==> config.mk <==
export PLATFORM = sky130hd
export DESIGN_NAME = int_control_flat
export DESIGN_NICKNAME = d
export VERILOG_FILES = /design/src/rtl/ctrl_pkg.sv /design/src/rtl/int_control_if.sv /design/src/rtl/drain_counter.sv /design/src/rtl/int_control.sv /design/src/flat_wrapper.sv
export SDC_FILE = /design/constraint.sdc
export NUM_CORES = 1
export LEC_CHECK = 0
export BUFFER_PORTS_ARGS = -buffer_cell sky130_fd_sc_hd__buf_4
export CAP_MARGIN = 25
export CORE_AREA = 2 2 89 91
export DETAILED_ROUTE_END_ITERATION = 7
export DIE_AREA = 0 0 91 93
export PLACE_DENSITY = 0.74
export SKIP_CTS_REPAIR_TIMING = 1
export SYNTH_ARGS = -nofsm -noshare
export SYNTH_HDL_FRONTEND = slang
export SYNTH_SLANG_ARGS = --single-unit
==> constraint.sdc <==
create_clock -name clk -period 1.8 [get_ports clk]
set_input_delay 0.09 -clock clk [delete_from_list [all_inputs] [get_ports clk]]
set_output_delay 0.09 -clock clk [all_outputs]
set_load 0.005 [all_outputs]
==> src/rtl/ctrl_pkg.sv <==
// ctrl_pkg: state encoding and PC-select codes shared by the interrupt
// sequencer and the fetch controller.
package ctrl_pkg;

    typedef enum logic [3:0] {
        S_IDLE,
        S_DRAIN,
        S_PUSH_HI,
        S_PUSH_LO,
        S_PUSH_F,
        S_VECTOR,
        S_POP_F,
        S_POP_LO,
        S_POP_HI,
        S_RESTORE
    } state_t;

    // PCSEL_INT must match the fetch controller's interrupt source code.
    localparam logic [1:0] PCSEL_NONE = 2'b00;
    localparam logic [1:0] PCSEL_INT  = 2'b01;
    localparam logic [1:0] PCSEL_RET  = 2'b10;

endpackage

==> src/rtl/int_control_if.sv <==
// int_control_if: stack access bus between the sequencer and the memory stage.
// master: push/pop request + write data out; ack + read data in.
interface int_control_if #(
    parameter int DATA_W = 16
);

    logic              stackPush;
    logic              stackPop;
    logic [DATA_W-1:0] stackData;
    logic              stackAck;
    logic [DATA_W-1:0] stackDataIn;

    modport master (
        output stackPush,
        output stackPop,
        output stackData,
        input  stackAck,
        input  stackDataIn
    );

    modport slave (
        input  stackPush,
        input  stackPop,
        input  stackData,
        output stackAck,
        output stackDataIn
    );

endinterface

==> src/rtl/drain_counter.sv <==
// drain_counter: loadable down-counter with a zero flag.
// Ports: clk, rst (async active-low), load/loadVal, dec, zero.
module drain_counter #(
    parameter int W = 2
) (
    input  logic         clk,
    input  logic         rst,
    input  logic         load,
    input  logic [W-1:0] loadVal,
    input  logic         dec,
    output logic         zero
);

    logic [W-1:0] count;

    always_ff @(posedge clk or negedge rst) begin
        if (!rst) begin
            count <= '0;
        end else if (load) begin
            count <= loadVal;
        end else if (dec && count != '0) begin
            count <= count - 1'b1;
        end
    end

    assign zero = (count == '0);

endmodule

==> src/rtl/int_control.sv <==
// int_control: interrupt entry/exit sequencer (drain, push frame, vector; pop, restore).
// Ports: clk, rst, intReq, rti, pcIn, flagsIn, stack bus, stall/flush, pcLoad/pcSel/pcOut, flagsLoad/flagsOut, inService.
module int_control
    import ctrl_pkg::*;
#(
    parameter int ADDR_W       = 32,
    parameter int DATA_W       = 16,
    parameter int FLAG_W       = 4,
    parameter int DRAIN_CYCLES = 2
) (
    input  logic              clk,
    input  logic              rst,
    input  logic              intReq,
    input  logic              rti,
    input  logic [ADDR_W-1:0] pcIn,
    input  logic [FLAG_W-1:0] flagsIn,
    int_control_if.master     bus,
    output logic              stall,
    output logic              flush,
    output logic              pcLoad,
    output logic [1:0]        pcSel,
    output logic [ADDR_W-1:0] pcOut,
    output logic              flagsLoad,
    output logic [FLAG_W-1:0] flagsOut,
    output logic              inService
);

    localparam int CNT_W = $clog2(DRAIN_CYCLES) + 1;
    localparam int HI_W  = ADDR_W - DATA_W;

    state_t            state;
    logic              pending;
    logic [HI_W-1:0]   frameHi;
    logic [DATA_W-1:0] frameLo;
    logic [FLAG_W-1:0] frameFlags;
    logic              takeInt;
    logic              cntZero;

    assign takeInt = (intReq || pending) && !inService;

    drain_counter #(
        .W(CNT_W)
    ) u_drain (
        .clk    (clk),
        .rst    (rst),
        .load   (state == S_IDLE && takeInt),
        .loadVal(CNT_W'(DRAIN_CYCLES - 1)),
        .dec    (state == S_DRAIN),
        .zero   (cntZero)
    );

    always_ff @(posedge clk or negedge rst) begin
        if (!rst) begin
            state      <= S_IDLE;
            pending    <= 1'b0;
            inService  <= 1'b0;
            frameHi    <= '0;
            frameLo    <= '0;
            frameFlags <= '0;
        end else begin
            // A request arriving on the VECTOR edge survives into the handler.
            if (intReq) begin
                pending <= 1'b1;
            end else if (state == S_VECTOR) begin
                pending <= 1'b0;
            end
            unique case (state)
                S_IDLE: begin
                    if (takeInt) begin
                        state      <= S_DRAIN;
                        frameHi    <= pcIn[ADDR_W-1:DATA_W];
                        frameLo    <= pcIn[DATA_W-1:0];
                        frameFlags <= flagsIn;
                    end else if (rti && inService) begin
                        state <= S_POP_F;
                    end
                end
                S_DRAIN: begin
                    if (cntZero) state <= S_PUSH_HI;
                end
                S_PUSH_HI: begin
                    if (bus.stackAck) state <= S_PUSH_LO;
                end
                S_PUSH_LO: begin
                    if (bus.stackAck) state <= S_PUSH_F;
                end
                S_PUSH_F: begin
                    if (bus.stackAck) state <= S_VECTOR;
                end
                S_VECTOR: begin
                    inService <= 1'b1;
                    state     <= S_IDLE;
                end
                S_POP_F: begin
                    if (bus.stackAck) begin
                        frameFlags <= bus.stackDataIn[FLAG_W-1:0];
                        state      <= S_POP_LO;
                    end
                end
                S_POP_LO: begin
                    if (bus.stackAck) begin
                        frameLo <= bus.stackDataIn;
                        state   <= S_POP_HI;
                    end
                end
                S_POP_HI: begin
                    if (bus.stackAck) begin
                        frameHi <= bus.stackDataIn[HI_W-1:0];
                        state   <= S_RESTORE;
                    end
                end
                S_RESTORE: begin
                    inService <= 1'b0;
                    state     <= S_IDLE;
                end
                default: state <= S_IDLE;
            endcase
        end
    end

    always_comb begin
        stall         = (state != S_IDLE);
        flush         = 1'b0;
        bus.stackPush = 1'b0;
        bus.stackPop  = 1'b0;
        bus.stackData = '0;
        pcLoad        = 1'b0;
        pcSel         = PCSEL_NONE;
        pcOut         = '0;
        flagsLoad     = 1'b0;
        flagsOut      = '0;
        unique case (state)
            S_DRAIN: flush = 1'b1;
            S_PUSH_HI: begin
                bus.stackPush = 1'b1;
                bus.stackData = DATA_W'(frameHi);
            end
            S_PUSH_LO: begin
                bus.stackPush = 1'b1;
                bus.stackData = frameLo;
            end
            S_PUSH_F: begin
                bus.stackPush = 1'b1;
                bus.stackData = DATA_W'(frameFlags);
            end
            S_VECTOR: begin
                flush  = 1'b1;
                pcLoad = 1'b1;
                pcSel  = PCSEL_INT;
            end
            S_POP_F, S_POP_LO, S_POP_HI: bus.stackPop = 1'b1;
            S_RESTORE: begin
                flush     = 1'b1;
                pcLoad    = 1'b1;
                pcSel     = PCSEL_RET;
                pcOut     = {frameHi, frameLo};
                flagsLoad = 1'b1;
                flagsOut  = frameFlags;
            end
            default: ;
        endcase
    end

endmodule

==> src/flat_wrapper.sv <==
// flat-port wrapper written by rule: the top's interface ports become plain ports
module int_control_flat import ctrl_pkg::*;
#(
    parameter int ADDR_W       = 32,
    parameter int DATA_W       = 16,
    parameter int FLAG_W       = 4,
    parameter int DRAIN_CYCLES = 2
)
  (clk, rst, intReq, rti, pcIn, flagsIn, stall, flush, pcLoad, pcSel, pcOut, flagsLoad, flagsOut, inService, bus_stackPush, bus_stackPop, bus_stackData, bus_stackAck, bus_stackDataIn);
  int_control_if #(.DATA_W(DATA_W)) bus_i ();
  input  logic clk;
  input  logic rst;
  input  logic intReq;
  input  logic rti;
  input  logic [ADDR_W-1:0] pcIn;
  input  logic [FLAG_W-1:0] flagsIn;
  output logic stall;
  output logic flush;
  output logic pcLoad;
  output logic [1:0] pcSel;
  output logic [ADDR_W-1:0] pcOut;
  output logic flagsLoad;
  output logic [FLAG_W-1:0] flagsOut;
  output logic inService;
  output wire logic [$bits(bus_i.stackPush)-1:0] bus_stackPush;
  output wire logic [$bits(bus_i.stackPop)-1:0] bus_stackPop;
  output wire logic [$bits(bus_i.stackData)-1:0] bus_stackData;
  input wire logic [$bits(bus_i.stackAck)-1:0] bus_stackAck;
  input wire logic [$bits(bus_i.stackDataIn)-1:0] bus_stackDataIn;
  assign bus_stackPush = bus_i.stackPush;
  assign bus_stackPop = bus_i.stackPop;
  assign bus_stackData = bus_i.stackData;
  assign bus_i.stackAck = bus_stackAck;
  assign bus_i.stackDataIn = bus_stackDataIn;
  int_control #(.ADDR_W(ADDR_W), .DATA_W(DATA_W), .FLAG_W(FLAG_W), .DRAIN_CYCLES(DRAIN_CYCLES)) u_core (.clk(clk), .rst(rst), .intReq(intReq), .rti(rti), .pcIn(pcIn), .flagsIn(flagsIn), .bus(bus_i), .stall(stall), .flush(flush), .pcLoad(pcLoad), .pcSel(pcSel), .pcOut(pcOut), .flagsLoad(flagsLoad), .flagsOut(flagsOut), .inService(inService));
endmodule
---- Word level (Yosys, flattened, before mapping) ----
Index checks and enable logic that the tools add are counted.
storage, ports and cells
  output and inout bits ................... 61
  logic and storage cells ................. 82
  register bits ........................... 44
  input port bits ......................... 57
operators by class
  eq/ne operators ......................... 18
  muxes and demuxes ....................... 32
  add/subtract/negate cells ............... 1
  reduce and logical (&&, ||, !) cells .... 24
operators with widths
  kind                                                                      count
  16-bit case mux with 2 select lines                                       2
  16-bit two-way mux                                                        3
  4-bit two-way mux                                                         12
  16-bit case mux with 3 select lines                                       1
  32-bit two-way mux                                                        1
  4-bit case mux with 8 select lines                                        1
  4-bit by 3-bit equality test with 1-bit output (second input constant)    4
  2-bit nonzero test                                                        7
  2-bit inequality test (second input constant)                             6
  3-bit AND reduction                                                       3
  3-bit OR reduction                                                        3
  4-bit by 2-bit equality test with 1-bit output (second input constant)    2
  4-bit equality test (second input constant)                               2
  4-bit case mux with 2 select lines                                        1
  8-bit AND reduction                                                       1
  1-bit two-way mux                                                         7
  4-bit by 1-bit equality test with 1-bit output (second input constant)    1
  1-bit logical AND                                                         4
  4-bit zero test                                                           1
  2-bit two-way mux                                                         2
  2-bit by 1-bit inequality test with 1-bit output (second input constant)  2
  2-bit case mux with 2 select lines                                        1
  4-bit nonzero test                                                        1
  3-bit by 2-bit inequality test with 1-bit output (second input constant)  1
  6 further kinds                                                           6

---- Depth between registers and ports, before layout ----
Gate-level depths: netlist (run 1).
  depth after elaboration ................. 4
  depth in mapped cells ................... 7

---- Hierarchy ----
Synthesis (run 1) repeated with hierarchy kept, for this count alone.
second synthesis, totals
  cells, all modules ...................... 291
  area, all modules ....................... 2879.0 sq um
modules (own cells, without submodules)
  module         times used  area an instance (sq um)  cells an instance
  int_control    1           2746.4                    278
  drain_counter  1           132.6                     13

---- Worst setup path before layout (run 1) ----
No wires, ideal clock.
  kind .................................... register to register
  start point ............................. register u_core.state[1]
  end point ............................... register u_core.frameHi[10]
  buffers on the path ..................... 3
  stages on the path, launching flop included .. 7
  path slack .............................. -0.117 ns
  library setup time ...................... 0.125 ns
  data arrival time ....................... 1.792 ns
  period minus slack after synthesis ...... 1.917 ns
  cell sequence ........................... dfrtp_1 > buf_2 > nor4b_1 > buf_2 > buf_2 > mux2_2 > mux2_2
between the ends
  word-level cells in the longest chain between the ends .. 3
  elaborated cells on any way between the ends .. 7
  classes of those cells .................. eq/ne: 3; mux: 1; reduce/logical: 3
RTL lines
  item                                                                  RTL line            RTL
  start, declared                                                       int_control.sv:31   state_t state;
  start signal, assigned                                                int_control.sv:54   state <= S_IDLE;
  start signal, assigned                                                int_control.sv:70   state <= S_DRAIN;
  start signal, assigned                                                int_control.sv:75   state <= S_POP_F;
  4-bit equality test / 4-bit zero test (equally long branches)         int_control.sv:67   unique case (state)
  2-bit inequality test (no source line), or another cell as far along  --
  3-bit AND reduction (no source line)                                  --
  end signal, assigned                                                  int_control.sv:71   frameHi <= pcIn[ADDR_W-1:DATA_W];
  end signal, assigned                                                  int_control.sv:108  frameHi <= bus.stackDataIn[HI_W-1:0];
  end, declared                                                         int_control.sv:33   logic [HI_W-1:0] frameHi;
Several ways; a longest one is shown, not always the timed one.
A chain may end at the register's enable or synchronous reset.

---- Worst setup path in the final report (run 1) ----
  start point ............................. register u_core.state[1]
  end point ............................... output pcOut[31]
between the ends
  word-level cells in the longest chain between the ends .. 2
RTL lines
  item                 RTL line            RTL
  4-bit equality test  int_control.sv:132  unique case (state)
  32-bit two-way mux   int_control.sv:132
  end, declared        flat_wrapper.sv:21  output logic [ADDR_W-1:0] pcOut;
Every way passes these cells.

==> out/metrics.cfg, run 1 <==
[status]
status=finished, violations left
failed_checks=negative setup slack

[critical_path]
crit_arrival_ps=1840
cp-end-kind=output port
reg2reg_slack_ps=-110
cp.required_ps=1710
worstSetupStartpoint=u_core.state[1]
crit_type=register to output port
worstPathMaxFanout=6
timing.rr.start=u_core.state[0]
cp-start-kind=register

[layout]
stdcell_count=536
nFillCells=611
area_delta_synth_final_pct=72.5
regArea_sq_um=1100
drive_gt1_share_pct=60.8
antennaDiodeCount=0
final_nets=492
multiInputGateArea_sq_um=1780

[global_route]
grt_pass1_vias=2548
grt_pass1_wl_mm=12.7
groute.usage.overall_pct=18.6
overflow=0
grt_start_max_net_pins=45
antenna_found_initial=0

[clocking]
clk_latency_ps=300
clock_sinks=44
cts_root_buf=clkbuf_8
cts_tree=yes
clk_path_buf_depth=2
cts.clk_slew.worst_paths_ps=90
cts-htree-levels=2
numCtsBuffers=5

[synth]
synth_top_cell_by_area=dfrtp_1
synth_area_sq_um=2780
synthesis.nets=338
synthTopCellsByArea=dfrtp_1 (40%), mux2_2 (13%), and2_1 (8.1%), mux2i_1 (6.1%), a22o_1 (3.8%)
synth_top_flop_cell=dfrtp_1
ys_seq_area_share_pct=39.7
yosysTopAreaCellShare_pct=39.7
yosysMostFrequentCell=dfrtp_1
yosysWarnings=0
ys_types=43
synth_seq_cells=44
synth_area_per_cell_sq_um=9.92
synthArstFlopShare_pct=100
yosys-top-cells-count=dfrtp_1 (44), and2_1 (36), mux2_2 (32)
netlist_instances=280
synth_edf_count=0

[die]
ios=118
initial_core_util_pct=36.9
fp-row-count=32
die_y_microns=93
core_area_sq_um=7530
dieArea_sq_um=8460
die_x_microns=91

[placement]
dp.cells=498
post-place-ws_ps=11.0
portBuffers=117
dp_hpwl_mm=6.08
place.gp.congestion=0.853

[flow_run]
drv_cap=0

[sta]
timing.hold.ws_ps=85.3
slew_violations=0
min_period_ps=1930
report.final.hold_viol_count=0
max_freq_ghz=0.517
finalCritPeriodShare_pct=107
fin_ws_ps=-133
rsz0062_at_grt=true
skew_ps=6.08
slew_headroom_pct=61.0
fin_tns_setup_ps=-6020
tightest_slew_ps=585
setup_viol=71

[detailed_routing]
drtIter0Drc=142
vias=2801
via_per_inst=5.23
drt_wl_total_mm=9.68
drc=0
ant_nets=0
drtPass1Iterations=5
drt-wirelength-per-cell_microns=18.1

[power_and_ir_drop]
finalPower_uw=5420
p_leak_uw=0.00231
p_switching_uw=2050
clkPwrFrac_pct=11.3
p_seq_share_pct=32.5
peakVddDrop_mv=0.591
power.internal_uw=3360
combinationalPowerShare_pct=56.3
power_density_nw_per_um2=1130
swShare_pct=37.9

[worst_hold_path]
hold_path.startpoint=pcIn[7]
hold_path_class=primary input to register

## sequential cells by signal, indices dropped and copies added (netlist names)
| name | flops |
|---|---|
| u_core.inService | 1 |
| u_core.u_drain.count | 2 |
| u_core.frameLo | 16 |
| u_core.frameFlags | 4 |
| u_core.frameHi | 16 |
| u_core.pending | 1 |
| u_core.state | 4 |
## kinds of logic (layout without fill, tap and decap cells)
logic type	Yosys count	after routing	share of synthesized area [%]
AND/OR/NAND/NOR	89	89	18.2
AO/OA/AOI/OAI	60	60	16.5
multiplexers	49	49	19.1
flip-flops	44	44	39.7
buffers and inverters	36	190	5.81
adder cells (fa/ha/maj)	1	1	0.451
XOR/XNOR	1	1	0.316
## critical path, cell delays in order (launching register included)
cell and delay [ps]:
dfrtp_2 450, buf_8 140, nand2b_4 150, nor3_4 230, buf_12 180, clkbuf_16 150, and2_4 140, buf_6 80
## stage by stage
stage | util [%] | area, sq um
6_report | 63.6 | 4790
2_1_floorplan | - | 2820
3_3_place_gp | 52.4 | 3950
4_1_cts | 53.5 | 4030
3_5_place_dp | 52.4 | 3950
5_1_grt | 63.6 | 4790
## path summary, 6_finish.rpt
check	endpoint	cells after the start
worst max-delay path	pcOut[31]	7
worst min-delay path	u_core.frameLo[7]	3
worst max register to register	u_core.frameHi[0]	5
worst min register to register	u_core.frameLo[0]	2
max in group asynchronous	u_core.state[2]	2
min in group asynchronous	u_core.frameFlags[0]	2
## routing by layer
layer	global-route usage, %	wire length [microns]	vias to the layer above
met5	0	0	-
met4	3.91	97	0
met3	3.55	461	13
met2	33.0	5140	109
met1	23.7	3980	1387
li1	-	-	1292
## layout by cell type (no fill, tap or decap), types with 4 or more instances in the layout
master and n:
inv_1 10, mux2i_1 17, buf_6 44, and2_4 36, mux2_2 7, dfrtp_1 41, a22o_1 12, a222oi_1 4
o22a_1 4, buf_4 111, mux2_4 25, o21ai_0 18, nor2_1 6, clkbuf_8 5, clkbuf_16 4, nand2_1 21
buf_12 8, o21a_1 4
## power by group through the flow
stage,sequential [uW],combinational (uW),clock (uW)
CTS,1700,2280,629
detailed placement,1720,2270,0
floorplan,1580,1410,0
global route,1800,3260,669
finish,1760,3050,611
global placement,1690,2210,0
## layout make-up
cell class	instances	share of cell area, %
multi-input cells	200	37.1
repair buffers	172	34.5
flip-flops and latches	44	23.1
well taps	102	2.66
clock buffers	5	1.44
inverters	11	0.940
clock inverters	2	0.261
Note: power is estimated with default switching activity, not from simulation.
==> inputs of run 2 (changes only) <==
Settings changed: CORE_AREA 2 2 89 91 to 2 2 82 99, DIE_AREA 0 0 91 93 to 0 0 84 101.
==> out/metrics.cfg, run 2 (synthesis gave the netlist of run 1 again) <==
[layout]
regArea_sq_um=1110  ; +0.11%
mostFrequentLayoutCells=buf_4 (127), dfrtp_1 (40), buf_6 (28), nand2_1 (21)
final_common_cell=buf_4
nFillCells=619  ; +1.3%
final_nets=481  ; -2.2%
final_area_sq_um=4430  ; -7.5%
drive_gt1_share_pct=56.4  ; -4.5 points
reg_top3=u_core.frameHi x16, u_core.frameLo x16
multiInputGateArea_sq_um=1690  ; -4.9%
antennaDiodeCount=0  ; unchanged
area_delta_synth_final_pct=59.5

[global_route]
groute.usage.overall_pct=19.2  ; +0.64 points
grt_pass1_vias=2668  ; +4.7%
antenna_found_initial=0  ; unchanged
grt_pass1_wl_mm=13.2  ; +4.3%
grt_start_max_net_pins=45  ; unchanged
overflow=0  ; unchanged

[flow_run]
drv_cap=0  ; unchanged

[power_and_ir_drop]
power.internal_uw=3140  ; -6.5%
power_density_nw_per_um2=1150  ; +1.9%
peakVddDrop_mv=0.650  ; +10%
p_leak_uw=0.00215  ; -7.1%
finalPower_uw=5100  ; -5.8%
p_seq_share_pct=35.0  ; +2.5 points
swShare_pct=38.4  ; +0.51 points
p_switching_uw=1960  ; -4.5%
combinationalPowerShare_pct=52.2  ; -4.1 points
clkPwrFrac_pct=12.8  ; +1.5 points

[critical_path]
cp.required_ps=1710  ; about the same
reg2reg_slack_ps=-20  ; +90 ps
crit_type=register to output port
crit_path_max_incr_delay_ps=490  ; +40 ps
worstSetupStartpoint=u_core.state[1]
crit_path_top_delay_cell=dfrtp_2
cp-end-kind=output port
worstPathMaxFanout=6  ; unchanged
cp-start-kind=register
crit_path_cell_trace=nand2b_4 > nor3_4 > buf_4 > buf_4 > and2_1 > buf_4
crit_arrival_ps=1740  ; -100 ps
timing.rr.start=u_core.state[2]
crit_top_cell=buf_4

[die]
core_area_sq_um=7580  ; +0.65%
die_y_microns=101  ; +8.6%
ios=118  ; unchanged
initial_core_util_pct=36.6  ; -0.24 points
fp-row-count=35  ; +9.4%
dieArea_sq_um=8480  ; +0.25%
die_x_microns=84  ; -7.7%

[detailed_routing]
vias=2724  ; -2.7%
drt-wirelength-per-cell_microns=17.7  ; -2.0%
drt_wl_total_mm=9.14  ; -5.6%
drt-met1-wl_mm=3.75  ; -5.8%
ant_nets=0  ; unchanged
drc=0  ; unchanged
drtPass1Iterations=4  ; -1
dr.max_layer_used=met4
via_per_inst=5.28  ; +1.0%
met2_length_mm=4.72  ; -8.2%
route.met3.wl_microns=501  ; +8.7%
drtIter0Drc=209  ; +47%

[sta]
finalCritPeriodShare_pct=102  ; -5.8 points
fin_tns_setup_ps=-401  ; +5620 ps
slew_headroom_pct=62.4  ; +1.4 points
tightest_slew_ps=564  ; -20.3 ps
fin_ws_ps=-28.2  ; +105 ps
timing.hold.ws_ps=9.34  ; -75.9 ps
max_freq_ghz=0.547  ; +5.8%
setup_viol=30  ; -58%
report.final.hold_viol_count=0  ; unchanged
min_period_ps=1830  ; -105 ps
slew_violations=0  ; unchanged
rsz0062_at_grt=true
skew_ps=6.08  ; +0.00321 ps

[placement]
dp_hpwl_mm=6.30  ; +3.6%
postPlaceCellArea_sq_um=3940  ; about the same
place.gp.congestion=0.869  ; +1.9%
post-place-ws_ps=-45.4  ; -56.5 ps
portBuffers=117  ; unchanged

[clocking]
clk_path_buf_depth=2  ; unchanged
clk_latency_ps=290  ; about the same
cts_root_buf=clkbuf_8
numCtsBuffers=5  ; unchanged
cts-htree-levels=2  ; unchanged
cts_tree=yes
cts.clk_slew.worst_paths_ps=90  ; about the same
clock_sinks=44  ; unchanged

[status]
failed_checks=negative setup slack
status=finished, violations left

[worst_hold_path]
hold_path_class=primary input to register
hold_path.startpoint=intReq

-- run 2: worst max-delay path: cells and delay by family (launching register included) --
family,cells,cell delay (ps)
simple gates,3,520
flops,1,490
buf+inv,3,410
-- run 2: per-stage QoR --
step | cells | utilization [%]
2_1_floorplan | 280 | -
3_3_place_gp | 491 | 52.1
3_5_place_dp | 491 | 52.1
4_1_cts | 499 | 53.3
5_1_grt | 516 | 58.4
6_report | 516 | 58.4
-- run 2: final cells by class --
type / instances / area share (%)
clock inverter: 2 / 0.339
sequential: 44 / 25.0
inverter: 11 / 0.932
tap: 92 / 2.60
timing repair buffer: 161 / 31.1
clock buffer: 6 / 1.86
multi-input combinational: 200 / 38.1
-- run 2: power groups by stage --
stage | sequential, uW | clock [uW] | combinational, uW
floorplan | 1580 | 0 | 1410
global placement | 1720 | 0 | 2240
detailed placement | 1730 | 0 | 2280
CTS | 1720 | 674 | 2290
global route | 1840 | 708 | 2900
finish | 1790 | 655 | 2660
-- run 2: per-layer routing --
| layer | up-vias | global-route usage [%] |
|---|---|---|
| met3 | 17 | 3.93 |
| met2 | 106 | 34.2 |
| met5 | - | 0 |
| li1 | 1276 | - |
| met1 | 1325 | 24.2 |
| met4 | 0 | 4.22 |
-- run 2: path summary, 6_finish.rpt --
path                                            to  cells past startpoint
worst max-delay path                     pcOut[23]                      6
worst min-delay path                u_core.pending                      2
worst max register to register   u_core.frameHi[2]                      5
worst min register to register  u_core.frameLo[11]                      2
max in group asynchronous          u_core.state[0]                      2
min in group asynchronous           u_core.pending                      2
==> inputs of run 3 (changes only) <==
Settings changed: CELL_PAD_IN_SITES_DETAIL_PLACEMENT from default to 0, CELL_PAD_IN_SITES_GLOBAL_PLACEMENT from default to 1, CORE_AREA 2 2 82 99 to 2 2 89 108, DIE_AREA 0 0 84 101 to 0 0 91 110, PLACE_DENSITY 0.74 to 0.82.
==> out/metrics.cfg, run 3 (synthesis gave the netlist of run 1 again) <==
[sta]
finalCritPeriodShare_pct=107  ; +5.5 points
timing.hold.ws_ps=64.3  ; +55.0 ps
tightest_slew_ps=588  ; +23.9 ps
slew_violations=0  ; unchanged
slew_headroom_pct=60.8  ; -1.6 points
rsz0062_at_grt=true
fin_ws_ps=-127  ; -98.5 ps
max_freq_ghz=0.519  ; -5.1%
skew_ps=3.82  ; -2.26 ps
setup_viol=71  ; +140%
min_period_ps=1930  ; +98.5 ps
report.final.hold_viol_count=0  ; unchanged

[clocking]
cts_tree=yes
clk_latency_ps=300  ; about the same
cts.clk_slew.worst_paths_ps=90  ; about the same
cts_root_buf=clkbuf_8
cts-htree-levels=2  ; unchanged
clock_sinks=44  ; unchanged
numCtsBuffers=5  ; unchanged
clk_path_buf_depth=2  ; unchanged

[critical_path]
crit_path_top_delay_cell=dfrtp_2
crit_type=register to output port
cp-end-kind=output port
cp-start-kind=register
crit_path_cell_trace=buf_6 > nand2b_4 > nor3_4 > buf_6 > buf_8 > and2_1 > buf_4
cp.required_ps=1710  ; about the same
path_buf_inv=4  ; +1
worstPathMaxFanout=14  ; +8
crit_path_max_incr_delay_ps=480  ; about the same
crit_top_cell=buf_6
critical-path-top-delay-family=buffers and inverters
crit_arrival_ps=1840  ; +100 ps

[placement]
portBuffers=117  ; unchanged
place.gp.congestion=0.938  ; +8.0%
dp_hpwl_mm=6.42  ; +1.8%
dp.cells=519  ; +5.7%
post-place-ws_ps=-14.9  ; +30.5 ps

[die]
ios=118  ; unchanged
core_area_sq_um=8940  ; +18%
die_x_microns=91  ; +8.3%
fp-row-count=38  ; +8.6%
die_y_microns=110  ; +8.9%
dieArea_sq_um=10000  ; +18%
initial_core_util_pct=31.1  ; -5.6 points

[layout]
reg_top3=u_core.frameHi x16, u_core.frameLo x16
stdcell_count=539  ; +4.5%
area_delta_synth_final_pct=58.4
final_nets=476  ; -1.0%
antennaDiodeCount=0  ; unchanged
mostFrequentLayoutCells=buf_4 (124), dfrtp_1 (42), buf_6 (24), and2_1 (21), nand2_1 (21)
final_common_cell=buf_4
regArea_sq_um=1100  ; -0.23%
drive_gt1_share_pct=53.5  ; -2.9 points
multiInputGateArea_sq_um=1670  ; -1.1%
nFillCells=877  ; +42%

[power_and_ir_drop]
peakVddDrop_mv=0.450  ; -31%
p_leak_uw=0.00212  ; -1.4%
power_density_nw_per_um2=1140  ; -1.2%
finalPower_uw=5010  ; -1.9%

[global_route]
overflow=0  ; unchanged
grt_pass1_wl_mm=13.4  ; +1.6%
groute.usage.overall_pct=17.1  ; -2.2 points
grt_pass1_vias=2651  ; -0.64%
grt_start_max_net_pins=45  ; unchanged
antenna_found_initial=0  ; unchanged

[detailed_routing]
drt_wl_total_mm=9.35  ; +2.3%
drtIter0Drc=135  ; -35%
drc=0  ; unchanged
drt-wirelength-per-cell_microns=17.3  ; -2.1%
drtPass1Iterations=4  ; unchanged
vias=2732  ; +0.29%
via_per_inst=5.07  ; -4.0%
ant_nets=0  ; unchanged

[status]
failed_checks=negative setup slack
status=finished, violations left

[worst_hold_path]
hold_path_class=primary input to register

[flow_run]
drv_cap=0  ; unchanged

run 3: metal layers:
layer | global-route usage, % | part of all wire (%) | routed length (microns) | vias up
met5 | 0 | 0 | 0 | -
met4 | 5.30 | 0.94 | 88 | 0
met3 | 3.40 | 6.2 | 580 | 10
met2 | 30.1 | 53 | 4950 | 107
met1 | 21.2 | 40 | 3730 | 1347
li1 | - | - | - | 1268
run 3: worst paths after layout:
| check | slack [ps] | to | depth (start not counted) | start |
|---|---|---|---|---|
| worst min register to register | 510 | u_core.frameLo[3] | 2 | u_core.frameLo[3] |
| worst max register to register | -90 | u_core.frameHi[14] | 5 | u_core.state[0] |
| max in group asynchronous | 1050 | u_core.state[1] | 2 | rst |
| min in group asynchronous | 330 | u_core.pending | 2 | rst |
| worst min-delay path | 60 | u_core.state[3] | 2 | bus_stackAck |
| worst max-delay path | -130 | pcOut[2] | 7 | u_core.state[1] |
run 3: power breakdown:
part / leakage (uW) / switching [uW] / internal [uW]
sequential: 0.000550 / 384 / 1380
combinational: 0.00152 / 1180 / 1400
clock: 0.0000455 / 353 / 314
total: 0.00212 / 1910 / 3090
run 3: cell type report:
cell class              instances  area share [%]
repair buffers                156            30.5
well taps                     120            3.41
clock buffers                   8            2.05
inverters                      11           0.939
flip-flops and latches         44            25.1
multi-input cells             200            38.0
run 3: metrics by stage:
step / util [%] / TNS (ps) / cell area [sq um]
floorplan: - / -529 / 2820
global placement: 44.7 / 0 / 3990
detailed placement: 44.7 / -64.3 / 3990
CTS: 45.7 / -8370 / 4080
global route: 49.2 / -10590 / 4400
finish: 49.2 / -5320 / 4400
